$ cat config.mk
export PLATFORM = sky130hd
export DESIGN_NAME = vco_freq_meter
export DESIGN_NICKNAME = d
export VERILOG_FILES = /design/src/rtl/vco_meas_pkg.sv /design/src/rtl/vco_schmitt.sv /design/src/rtl/vco_freq_meter.sv
export SDC_FILE = /design/constraint.sdc
export NUM_CORES = 1
export LEC_CHECK = 0
export BUFFER_PORTS_ARGS = -buffer_cell sky130_fd_sc_hd__buf_2
export CORE_UTILIZATION = 40
export CTS_CLUSTER_DIAMETER = 40
export DETAILED_ROUTE_END_ITERATION = 12
export PLACE_DENSITY = 0.57
export SLEW_MARGIN = 20
export SYNTH_ARGS = -nofsm -noshare
export SYNTH_HDL_FRONTEND = slang
export SYNTH_SLANG_ARGS = --single-unit
$ cat constraint.sdc
create_clock -name clk -period 3.9 [get_ports clk]
set_clock_uncertainty 0.2 [all_clocks]
set_input_delay 0.195 -clock clk [delete_from_list [all_inputs] [get_ports clk]]
set_output_delay 0.195 -clock clk [all_outputs]
set_load 0.01 [all_outputs]
$ cat src/rtl/vco_meas_pkg.sv
// Shared types and defaults for the VCO frequency meter.
// No logic; holds the FSM state type, default constants and a saturating-increment helper.
// Backpressure: not applicable.
package vco_meas_pkg;

    typedef enum logic [0:0] {
        ST_IDLE = 1'b0,
        ST_GATE = 1'b1
    } meter_state_t;

    localparam int DEF_MID         = 128;
    localparam int DEF_HYST        = 8;
    localparam int DEF_GATE_CYCLES = 256;

    // Adds inc to v but never exceeds maxv; callers size maxv to their counter width.
    function automatic logic [31:0] sat_inc(input logic [31:0] v,
                                            input logic        inc,
                                            input logic [31:0] maxv);
        return (inc && (v < maxv)) ? v + 32'd1 : v;
    endfunction

endpackage

$ cat src/rtl/vco_schmitt.sv
// Hysteresis comparator that squares the sampled VCO waveform and flags LOW->HIGH transitions.
// Latency: rising pulse is registered, one cycle after the sample that crossed the upper threshold.
// Backpressure: none; free-running on every clock.
module vco_schmitt #(
    parameter int WIDTH = 8,
    parameter int MID   = 128,
    parameter int HYST  = 8
) (
    input  logic             clk,
    input  logic             rst,
    input  logic [WIDTH-1:0] i_v,
    output logic             o_rise
);

    localparam int HI_TH = MID + HYST;
    localparam int LO_TH = MID - HYST;

    logic r_level;
    logic r_rise;
    logic w_hi;
    logic w_lo;
    logic w_level_nxt;
    logic w_rise;

    assign w_hi   = 32'(i_v) >= 32'(HI_TH);
    assign w_lo   = 32'(i_v) <  32'(LO_TH);
    assign w_rise = !r_level && w_hi;

    always_comb begin
        w_level_nxt = r_level;
        if (!r_level && w_hi) begin
            w_level_nxt = 1'b1;
        end else if (r_level && w_lo) begin
            w_level_nxt = 1'b0;
        end
    end

    always_ff @(posedge clk or negedge rst) begin
        if (!rst) begin
            r_level <= 1'b0;
            r_rise  <= 1'b0;
        end else begin
            r_level <= w_level_nxt;
            r_rise  <= w_rise;
        end
    end

    assign o_rise = r_rise;

endmodule

$ cat src/rtl/vco_freq_meter.sv
// Counts rising crossings of the VCO waveform per gate window and publishes the count as freq.
// Latency: window end -> freq_valid 1 cycle; crossing -> edge_pulse 1 cycle. FREQ_METER_PERIOD_EN adds a period output.
// Backpressure: a result arriving while freq is still unconsumed is dropped and sets sticky overrun.
module vco_freq_meter
    import vco_meas_pkg::*;
#(
    parameter int WIDTH       = 8,
    parameter int CNT_W       = 16,
    parameter int GATE_CYCLES = DEF_GATE_CYCLES,
    parameter int MID         = DEF_MID,
    parameter int HYST        = DEF_HYST
) (
    input  logic             clk,
    input  logic             rst,
    input  logic [WIDTH-1:0] v_in,
    input  logic             en,
    output logic [CNT_W-1:0] freq,
    output logic             freq_valid,
    input  logic             freq_ready,
    output logic             overrun,
    output logic             edge_pulse
`ifdef FREQ_METER_PERIOD_EN
    ,
    output logic [CNT_W-1:0] period
`endif
);

    localparam int               GW        = (GATE_CYCLES > 1) ? $clog2(GATE_CYCLES) : 1;
    localparam logic [GW-1:0]    GATE_LOAD = GW'(GATE_CYCLES - 1);
    localparam logic [CNT_W-1:0] CNT_MAX   = '1;

    meter_state_t     r_state;
    meter_state_t     w_state_nxt;
    logic [GW-1:0]    r_gate_cnt;
    logic [GW-1:0]    w_gate_nxt;
    logic [CNT_W-1:0] r_edge_cnt;
    logic [CNT_W-1:0] w_edge_nxt;
    logic [CNT_W-1:0] w_edge_inc;
    logic             w_done;
    logic             w_rise;
    logic [CNT_W-1:0] r_freq;
    logic             r_freq_valid;
    logic             r_overrun;

    vco_schmitt #(
        .WIDTH (WIDTH),
        .MID   (MID),
        .HYST  (HYST)
    ) u_schmitt (
        .clk    (clk),
        .rst    (rst),
        .i_v    (v_in),
        .o_rise (w_rise)
    );

    assign w_edge_inc = CNT_W'(sat_inc(32'(r_edge_cnt), w_rise, 32'(CNT_MAX)));

    // The final gate cycle still counts its own event and always publishes, then reloads without a gap.
    always_comb begin
        w_state_nxt = r_state;
        w_gate_nxt  = r_gate_cnt;
        w_edge_nxt  = r_edge_cnt;
        w_done      = 1'b0;
        case (r_state)
            ST_IDLE: begin
                w_edge_nxt = '0;
                if (en) begin
                    w_state_nxt = ST_GATE;
                    w_gate_nxt  = GATE_LOAD;
                end
            end
            ST_GATE: begin
                if (r_gate_cnt == '0) begin
                    w_done     = 1'b1;
                    w_edge_nxt = '0;
                    w_gate_nxt = GATE_LOAD;
                    if (!en) begin
                        w_state_nxt = ST_IDLE;
                    end
                end else if (!en) begin
                    w_state_nxt = ST_IDLE;
                    w_edge_nxt  = '0;
                end else begin
                    w_gate_nxt = r_gate_cnt - GW'(1);
                    w_edge_nxt = w_edge_inc;
                end
            end
            default: begin
                w_state_nxt = ST_IDLE;
                w_edge_nxt  = '0;
            end
        endcase
    end

    always_ff @(posedge clk or negedge rst) begin
        if (!rst) begin
            r_state    <= ST_IDLE;
            r_gate_cnt <= '0;
            r_edge_cnt <= '0;
        end else begin
            r_state    <= w_state_nxt;
            r_gate_cnt <= w_gate_nxt;
            r_edge_cnt <= w_edge_nxt;
        end
    end

    always_ff @(posedge clk or negedge rst) begin
        if (!rst) begin
            r_freq       <= '0;
            r_freq_valid <= 1'b0;
            r_overrun    <= 1'b0;
        end else if (w_done) begin
            if (!r_freq_valid || freq_ready) begin
                r_freq       <= w_edge_inc;
                r_freq_valid <= 1'b1;
            end else begin
                r_overrun <= 1'b1;
            end
        end else if (r_freq_valid && freq_ready) begin
            r_freq_valid <= 1'b0;
        end
    end

    assign freq       = r_freq;
    assign freq_valid = r_freq_valid;
    assign overrun    = r_overrun;
    assign edge_pulse = w_rise;

`ifdef FREQ_METER_PERIOD_EN
    logic [CNT_W-1:0] r_since;
    logic [CNT_W-1:0] r_period;
    logic             r_seen;

    // r_since restarts at 1 on each event so it equals the cycle spacing when the next event lands.
    always_ff @(posedge clk or negedge rst) begin
        if (!rst) begin
            r_since  <= '0;
            r_period <= '0;
            r_seen   <= 1'b0;
        end else if (w_rise) begin
            r_since <= CNT_W'(1);
            r_seen  <= 1'b1;
            if (r_seen) begin
                r_period <= r_since;
            end
        end else begin
            r_since <= CNT_W'(sat_inc(32'(r_since), 1'b1, 32'(CNT_MAX)));
        end
    end

    assign period = r_period;
`endif

endmodule

==> flow_summary.ini <==
[run_status]
run_status = finished clean

[pwr]
power.density_cell_area_nw_per_um2 = 327.2
switching_share_pct = 22.79
vdd.ir_drop.worst_mv = 0.1236
p_seq_share_pct = 58.7
p_sw_uw = 186.2
total_power_uw = 817.1
internal_power_uw = 630.9
part_of_the_power_in_combinational_logic_pct = 5.5
power.leakage_uw = 0.0009783
power_frac_clock_pct = 35.8

[yosys]
synth_cells = 215
syn_area_sq_um = 2136
seq_area_frac_synth_pct = 52.72
synth-main-ff-cell = dfrtp_1
synth-seq-cells = 45
yosys_warnings = 0
synthesis.area_per_instance_sq_um = 9.934
synthDistinctLibCells = 38
synth-edff-count = 0
proportion_of_synthesized_flip_flops_having_asynchronous_set_or_reset_pct = 100.0
postSynthNetCount = 230

[setup_path]
cell_chain_critical_path = inv_1, ha_1, or4bb_1, or3_1, or4b_1, nand3_1
critical_path.endpoint_type = flip-flop
timing.critical_path.slowest_cell_delay_ns = 0.62
worstPathRequired_ns = 3.94
critPathLaunchType = flip-flop
critical_path.reg2reg.startpoint = r_gate_cnt[0]
cp_max_fo = 20
crit_family = simple AND/OR/NAND/NOR gates
critical_path.slowest_cell = or3_1
timing_worst_setup_path_type = flip-flop to flip-flop
worstPathArrival_ns = 2.67
cp_num_buf_inv = 1
worst_setup_sp = r_gate_cnt[0]

[finish]
area_growth_pct = 16.93
layout.nets = 266
filler_cell_count_in_the_final_layout = 526
post-route-cell-area_sq_um = 2497
diodes = 0
layout-drive-gt1-share_pct = 15.14

[sta]
layout_worst_path_cycle_share_pct = 67.65
hold_viol = 0
fmaxAchievable_mhz = 379.0
worstMarginPinSlew_ns = 0.9015
period_minus_slack_ns = 2.638
timing.max_slew.rel_slack_pct = 39.08
finalSetupViolCount = 0
final_max_slew_viol_count = 0
setup_tns_ns = 0
setup_repair_after_global_routing_missed_its_margin = false

[cts]
clock_tree_from_tritoncts = yes
cts.repair.resized = 0
cts_inserted_buffers = 5
clk-insertion-delay-late_ns = 0.29
h-tree-depth = 2
clock_tree_buffer_depth = 2
cts-root-buf = clkbuf_8
cts_hold_buffers = 6
clk_transition_reported_paths_ns = 0.08
clock_sinks = 45
post-cts-setup-buffers = 0

[detailed_routing]
vias = 1785
drt-pass1-iter-count = 5
detailedRoute.firstIterationViolations = 164
routed_wirelength_microns = 4613
post_drt_wl_per_cell_microns = 14.37
antenna_violating_nets_post_route = 0
avgViaCountPerCell = 5.561
detail_route.drc_violations = 0

[global_route]
grtUsageTotal_pct = 18.77
vias_in_the_first_global_route = 1678
wire_length_of_the_first_global_routing_pass_microns = 7955
grt_overflow_total = 0
number_of_antenna_violations_at_the_first_check_in_global_routing = 0
grt_start_max_net_pins = 46

[place]
hpwl_microns = 3043
placed_cell_area_sq_um = 2349
globalplace.congestion = 0.7966
portBuffers = 27

[die]
pin_count = 31
core.rowCount = 26
standard_cell_core_area_sq_um = 5140
fp.dieH_microns = 75.07
die-width_microns = 75.07
die-area_sq_um = 5636
floorplan.initialDensity_pct = 41.55

[job]
drv.max_cap_violation_count = 0

[min_path]
timing.hold.worst.start = freq_ready
hold_class = input pin to flip-flop
## through the flow
step / util, % / hold WS [ns] / setup WS (ns) / std cells
after global placement: 45.69 / 0.1986 / 1.275 / 308
after floorplan: - / -0.3006 / 1.698 / 215
after CTS: 48.54 / 0.01170 / 1.239 / 321
after detailed placement: 45.69 / 0.2027 / 1.257 / 308
after global routing: 48.59 / 0.04170 / 1.114 / 321
final: 48.59 / 0.01971 / 1.262 / 321
## placed cells by master (no fill, tap or decap), types with 7 or more instances in the layout
master | netlist | final
nor3_1 | 9 | 9
nand3_1 | 9 | 9
nor2_1 | 18 | 18
buf_2 | 2 | 26
nand2_1 | 14 | 14
a31oi_1 | 7 | 7
dfrtp_1 | 45 | 45
a21oi_1 | 16 | 16
or3_1 | 7 | 7
o21ai_0 | 16 | 16
## power by group through the flow
stage	registers, uW	clock network [uW]	logic [uW]
after CTS	479	303	45.5
after global placement	488	0	39.5
after floorplan	487	0	18.8
final	480	293	44.9
after detailed placement	489	0	40.7
after global routing	481	321	51.4
## cells in the mapped netlist, drive strengths merged, types with 6 or more instances
master | number | area, sq um
nor2 | 18 | 67.56
o21ai | 16 | 80.08
a21oi | 16 | 80.08
dfrtp | 45 | 1126
nand3 | 9 | 45.04
nand2 | 14 | 52.55
or4 | 6 | 45.04
nor4 | 6 | 37.54
nand4 | 6 | 37.54
or3 | 7 | 43.79
nor3 | 9 | 45.04
a31oi | 7 | 43.79
## tightest hold or removal path, cell delays in order
cell and delay (ns):
buf_2 0.07, nor2b_1 0.06, a21o_1 0.15
## registers in the layout, indices dropped and copies added, names as in the netlist
signal	count
freq	16
r_edge_cnt	16
freq_valid	1
u_schmitt.r_level	1
r_gate_cnt	8
r_state	1
u_schmitt.o_rise	1
overrun	1
## routing by layer
layer / GRT usage (%) / wire (microns) / vias to the layer above
li1: - / - / 890
met2: 27.53 / 2011 / 47
met4: 7.966 / 33 / 0
met1: 26.72 / 2406 / 843
met3: 4.150 / 162 / 5
met5: 0 / 0 / -
## path summary, 6_finish.rpt
path / depth (start not counted) / end / slack, ns
worst max-delay path: 6 / freq[7] / 1.26
worst min register to register: 1 / overrun / 0.27
max in group asynchronous: 2 / r_gate_cnt[3] / 2.88
worst max register to register: 6 / freq[7] / 1.26
worst min-delay path: 3 / freq_valid / 0.02
min in group asynchronous: 2 / freq[11] / 0.24
## cell families after synthesis
| kind of cell | after synthesis | share of synthesized area [%] |
|---|---|---|
| DFF | 45 | 52.72 |
| buffers and inverters | 10 | 1.874 |
| muxes | 4 | 1.933 |
| AOI/OAI and AO/OA | 58 | 16.70 |
| xor gates and xnor gates | 3 | 1.230 |
| and+or+nand+nor | 92 | 23.78 |
| adders and majority gates | 3 | 1.758 |
## cell type report
| type | count | area [sq um] | area share [%] |
|---|---|---|---|
| inverter | 4 | 15.01 | 0.6012 |
| clock buffer | 7 | 86.33 | 3.457 |
| tap | 70 | 87.58 | 3.507 |
| timing repair buffer | 35 | 212.7 | 8.517 |
| multi-input combinational | 160 | 969.7 | 38.83 |
| sequential | 45 | 1126 | 45.09 |
(Power assumes the default switching activity.)
